<file path="src/rtl/clock_pkg.sv">
// Shared types and field widths for the digital clock time-keeping path.
package clock_pkg;

   typedef enum logic [1:0] {
      RUN      = 2'd0,
      SET_HOUR = 2'd1,
      SET_MIN  = 2'd2
   } clk_mode_t;

   localparam int HOUR_W = 5;
   localparam int MIN_W  = 6;
   localparam int SEC_W  = 6;

endpackage

</file>
<file path="src/rtl/mod_counter.sv">
// Modulo-MOD up counter with synchronous clear and a combinational wrap carry.
module mod_counter #(
   parameter int WIDTH = 6,
   parameter int MOD   = 60
) (
   input  logic             clk,
   input  logic             rst_n,
   input  logic             inc,
   input  logic             clear,
   output logic [WIDTH-1:0] value,
   output logic             carry
);

   localparam logic [WIDTH-1:0] LAST = WIDTH'(MOD - 1);

   logic [WIDTH-1:0] value_q;
   logic [WIDTH-1:0] value_d;

   // Wrap is decided by comparing against MOD-1 first, so the add never overflows.
   always_comb begin
      value_d = value_q;
      if (clear) begin
         value_d = '0;
      end else if (inc) begin
         value_d = (value_q == LAST) ? '0 : value_q + WIDTH'(1);
      end
   end

   always_ff @(posedge clk or negedge rst_n) begin
      if (!rst_n) begin
         value_q <= '0;
      end else begin
         value_q <= value_d;
      end
   end

   assign value = value_q;
   assign carry = inc && (value_q == LAST);

endmodule

</file>
<file path="src/rtl/clock_mode_controller.sv">
// HH:MM:SS time-keeping with a RUN / SET_HOUR / SET_MIN mode FSM and a
// blink phase for the field currently being set.
module clock_mode_controller
   import clock_pkg::*;
#(
   parameter int HOURS_MOD = 24,
   parameter int MIN_MOD   = 60
) (
   input  logic              clk,
   input  logic              rst_n,
   input  logic              tick_1hz,
   input  logic              btn_mode,
   input  logic              btn_inc,
   output logic [HOUR_W-1:0] hours,
   output logic [MIN_W-1:0]  minutes,
   output logic [SEC_W-1:0]  seconds,
   output logic [1:0]        mode,
   output logic              blink
);

   clk_mode_t mode_q;
   clk_mode_t mode_d;
   logic      blink_q;
   logic      blink_d;

   logic sec_inc;
   logic sec_clear;
   logic sec_carry;
   logic min_inc;
   logic min_carry;
   logic hour_inc;

   // State register
   always_ff @(posedge clk or negedge rst_n) begin
      if (!rst_n) begin
         mode_q  <= RUN;
         blink_q <= 1'b0;
      end else begin
         mode_q  <= mode_d;
         blink_q <= blink_d;
      end
   end

   // Next-state logic; any unreachable encoding falls back to RUN.
   always_comb begin
      mode_d = mode_q;
      case (mode_q)
         RUN:      if (btn_mode) mode_d = SET_HOUR;
         SET_HOUR: if (btn_mode) mode_d = SET_MIN;
         SET_MIN:  if (btn_mode) mode_d = RUN;
         default:  mode_d = RUN;
      endcase
   end

   // Output logic: counter enables and blink phase.
   // btn_mode pre-empts btn_inc in set modes, and leaving SET_MIN swallows the tick.
   always_comb begin
      sec_inc   = 1'b0;
      sec_clear = 1'b0;
      min_inc   = 1'b0;
      hour_inc  = 1'b0;
      blink_d   = 1'b0;
      case (mode_q)
         RUN: begin
            sec_inc  = tick_1hz;
            min_inc  = sec_carry;
            hour_inc = min_carry;
            blink_d  = btn_mode;
         end
         SET_HOUR: begin
            hour_inc = btn_inc && !btn_mode;
            if (btn_mode) begin
               blink_d = 1'b1;
            end else begin
               blink_d = blink_q ^ tick_1hz;
            end
         end
         SET_MIN: begin
            min_inc = btn_inc && !btn_mode;
            if (btn_mode) begin
               sec_clear = 1'b1;
               blink_d   = 1'b0;
            end else begin
               blink_d = blink_q ^ tick_1hz;
            end
         end
         default: begin
            blink_d = 1'b0;
         end
      endcase
   end

   mod_counter #(.WIDTH(SEC_W), .MOD(MIN_MOD)) u_sec (
      .clk   (clk),
      .rst_n (rst_n),
      .inc   (sec_inc),
      .clear (sec_clear),
      .value (seconds),
      .carry (sec_carry)
   );

   mod_counter #(.WIDTH(MIN_W), .MOD(MIN_MOD)) u_min (
      .clk   (clk),
      .rst_n (rst_n),
      .inc   (min_inc),
      .clear (1'b0),
      .value (minutes),
      .carry (min_carry)
   );

   // Day wrap has no consumer; the hours carry is left open.
   mod_counter #(.WIDTH(HOUR_W), .MOD(HOURS_MOD)) u_hour (
      .clk   (clk),
      .rst_n (rst_n),
      .inc   (hour_inc),
      .clear (1'b0),
      .value (hours),
      .carry ()
   );

   assign mode  = mode_q;
   assign blink = blink_q;

endmodule

</file>
<file path="config.mk">
export PLATFORM = sky130hd
export DESIGN_NAME = clock_mode_controller
export DESIGN_NICKNAME = d
export VERILOG_FILES = /design/src/rtl/clock_pkg.sv /design/src/rtl/mod_counter.sv /design/src/rtl/clock_mode_controller.sv
export SDC_FILE = /design/constraint.sdc
export NUM_CORES = 1
export LEC_CHECK = 0
export BUFFER_PORTS_ARGS = -buffer_cell sky130_fd_sc_hd__buf_2
export CORE_ASPECT_RATIO = 0.75
export CORE_MARGIN = 2
export CORE_UTILIZATION = 45
export CTS_CLUSTER_SIZE = 40
export DETAILED_ROUTE_END_ITERATION = 12
export PLACE_DENSITY = 0.8
export SLEW_MARGIN = 20
export SYNTH_ARGS = -nofsm -noshare
export SYNTH_HDL_FRONTEND = slang
export SYNTH_HIERARCHICAL = 1
export SYNTH_SLANG_ARGS = --single-unit
</file>
<file path="constraint.sdc">
create_clock -name clk -period 4.94 [get_ports clk]
set_input_delay 0.741 -clock clk [delete_from_list [all_inputs] [get_ports clk]]
set_output_delay 0.741 -clock clk [all_outputs]
set_load 0.02 [all_outputs]
</file>
==> metrics.log <==
[metrics] slew of the pin with the lowest slew margin: 652 ps
[metrics] end-of-flow core utilization: 0.577
[metrics] number of sinks handled by clock tree synthesis: 20
[metrics] number of CTS-inserted buffers: 3
[metrics] grt ovf: 0
[metrics] via count of the first global-routing pass: 796
[metrics] Worst-Skew Late Latency: 310 ps
[metrics] highest routed layer: met4
[metrics] routed wire length per instance: 12.5 microns
[metrics] Setup CP Type: reg2reg
[metrics] Die Footprint: 2900 sq um
[metrics] area of the mapped netlist: 1110 sq um
[metrics] antenna violations before repair: 0
[metrics] CP Capture Type: flip-flop
[metrics] met3 layer wire length in the routed design: 93 microns
[metrics] Period minus WS final: 2910 ps
[metrics] CP Data Required Time: 5140 ps
[metrics] Root Buffer Master: sky130_fd_sc_hd__clkbuf_4
[metrics] clock tree from TritonCTS: done
[metrics] Floorplan Core Area: 2330 sq um
[metrics] count of H-tree levels built during CTS: 1
[metrics] total via count in the routed design: 940
[metrics] M1 wire length: 1110 microns
[metrics] clock buffer depth: 2
[metrics] Post-CTS Hold Fix Bufs: 0
[metrics] clock-pin slew on the worst setup and hold paths: 120 ps
[metrics] post-CTS repair timing setup buffer count: 0
[metrics] setup repair after global routing missed its margin: false
[metrics] vias per std cell: 5.16
[metrics] Slew headroom: 0.564
[metrics] I/O Pins: 25
[metrics] final-report hold violation count: 0
[metrics] global router's overall resource usage: 0.173
[metrics] number of instances in the synthesized netlist: 110
[metrics] post-CTS sizing: 0
[metrics] detailed-routing iteration count for the pre-antenna-repair pass: 4
[metrics] Port-buffer cells: 24
[metrics] sum of met2 wire segment lengths after detailed routing: 1060 microns
[metrics] ratio of cells with drive above 1 in the final layout: 0.230
[metrics] number of max-cap violations: 0
[metrics] setup skew after layout: 12.3 ps
[metrics] horizontal die dimension: 61.5 microns
[metrics] Syn-to-layout area delta: 20.4%
[metrics] initial cell density of the core: 0.479
[metrics] Layout Nets: 157
[metrics] first-pass GRT wire length: 3550 microns
[metrics] final count of pins violating max slew: 0
[metrics] critical path launch point type: flip-flop
[metrics] row count: 15
[metrics] Mean Syn Cell Area: 10.1 sq um
[metrics] number of nets with antenna violations after detailed routing: 0
[metrics] worst hold path type: in2async
[metrics] Worst Path Arrival: 3110 ps
[metrics] achievable clock frequency: 343 MHz
[metrics] final setup violation count: 0
[metrics] synthesis warning total: 6
[metrics] total power of the final layout: 584 uW
[metrics] maximum number of pins on one net before global-route repair: 21
[metrics] last weighted congestion value of the routability-driven placer: 0.801
[metrics] run status: finished clean
[metrics] static power due to leakage: 0.665 nW
[metrics] CP max FO: 8
[metrics] antenna fix cells: 0
[metrics] total detailed-routing wirelength: 2280 microns
[metrics] Max rail drop VDD: 231 uV
[metrics] setup TNS after final layout: 0 ps
[metrics] DR DRC count: 0
[metrics] final worst-path cycle share: 0.589
[metrics] power density of the placed cells: 435 nW/um^2
[metrics] drt initial violations: 34
[metrics] vertical die dimension: 47.1 microns
[metrics] Final HPWL DP: 1690 microns
placed cells by master, fill, tap and decap left out:
cell                       count
sky130_fd_sc_hd__nor2_1       12
sky130_fd_sc_hd__clkbuf_8      1
sky130_fd_sc_hd__nand2b_4      1
sky130_fd_sc_hd__nand2_1       8
sky130_fd_sc_hd__xnor2_1       2
sky130_fd_sc_hd__and3_1        2
sky130_fd_sc_hd__a21oi_1       2
sky130_fd_sc_hd__clkbuf_4      3
sky130_fd_sc_hd__o21ai_0       6
sky130_fd_sc_hd__a21bo_2       1
sky130_fd_sc_hd__nand3b_1      3
sky130_fd_sc_hd__o31ai_1       2
sky130_fd_sc_hd__dfrtp_1      20
sky130_fd_sc_hd__conb_1       13
sky130_fd_sc_hd__nand3_1      11
sky130_fd_sc_hd__nand4_1       1
sky130_fd_sc_hd__buf_2        24
sky130_fd_sc_hd__or3b_1        1
sky130_fd_sc_hd__and4b_1       2
sky130_fd_sc_hd__inv_1         1
sky130_fd_sc_hd__ha_1          3
sky130_fd_sc_hd__a211o_1       1
sky130_fd_sc_hd__nor2b_1       5
sky130_fd_sc_hd__a22o_1        2
sky130_fd_sc_hd__a211oi_1      2
sky130_fd_sc_hd__o21ai_2       2
sky130_fd_sc_hd__mux2i_1       7
sky130_fd_sc_hd__nand2b_1      2
sky130_fd_sc_hd__a21oi_4       2
sky130_fd_sc_hd__nor3b_1       1
sky130_fd_sc_hd__o311ai_1      4
sky130_fd_sc_hd__xor2_1        1
worst max-delay path, stage by stage (launching register included):
cell,delay [ps]
sky130_fd_sc_hd__dfrtp_1,510
sky130_fd_sc_hd__nor3b_1,590
sky130_fd_sc_hd__nand2_1,190
sky130_fd_sc_hd__nor2b_1,140
sky130_fd_sc_hd__mux2i_1,70
sky130_fd_sc_hd__nor2_1,280
sky130_fd_sc_hd__nand2_1,150
sky130_fd_sc_hd__nor2b_1,130
sky130_fd_sc_hd__mux2i_1,70
sky130_fd_sc_hd__nor2_1,350
sky130_fd_sc_hd__nand4_1,170
sky130_fd_sc_hd__mux2i_1,150
path summary, 6_finish.rpt:
check	start	endpoint	slack, ps	cells after the start
setup / recovery	mode[1]	u_hour/value[3]	2030	11
hold / removal	rst_n	u_sec/value[5]	360	1
setup reg to reg	mode[1]	u_hour/value[3]	2030	11
hold reg to reg	u_min/value[3]	u_min/value[3]	560	1
max in group asynchronous	rst_n	u_hour/value[1]	4250	1
min in group clk	u_min/value[3]	u_min/value[3]	560	1
per-stage QoR:
step	instances	worst slack, ps	hold WS, ps	area, sq um
floorplan	122	2320	445	1160
global placement	178	1920	525	1310
detailed placement	178	1760	546	1310
CTS	182	2050	365	1340
global route	182	1790	381	1340
finish	182	2030	357	1340
layer usage:
metal | vias to the layer above | global-route usage
met3 | 2 | 0.0579
met4 | 0 | 0.0383
met2 | 18 | 0.260
li1 | 469 | -
met5 | - | 0
met1 | 451 | 0.245
area by class of cell:
class / instances / area (sq um)
flip-flops and latches: 20 / 500
inverters: 1 / 3.75
fillers: 218 / 985
clock buffers: 4 / 36.3
repair buffers: 24 / 120
well taps: 34 / 42.5
multi-input cells: 99 / 639
registers in the layout (all words and copies together), names as in the netlist:
register and count:
u_min/value 6, blink 1, u_hour/value 5, mode 2, u_sec/value 6
power breakdown:
group	switching [mW]	internal, mW
registers	0.0563	0.201
clock network	0.0517	0.0450
logic	0.140	0.0905
Note: power is estimated with default switching activity, not from simulation.
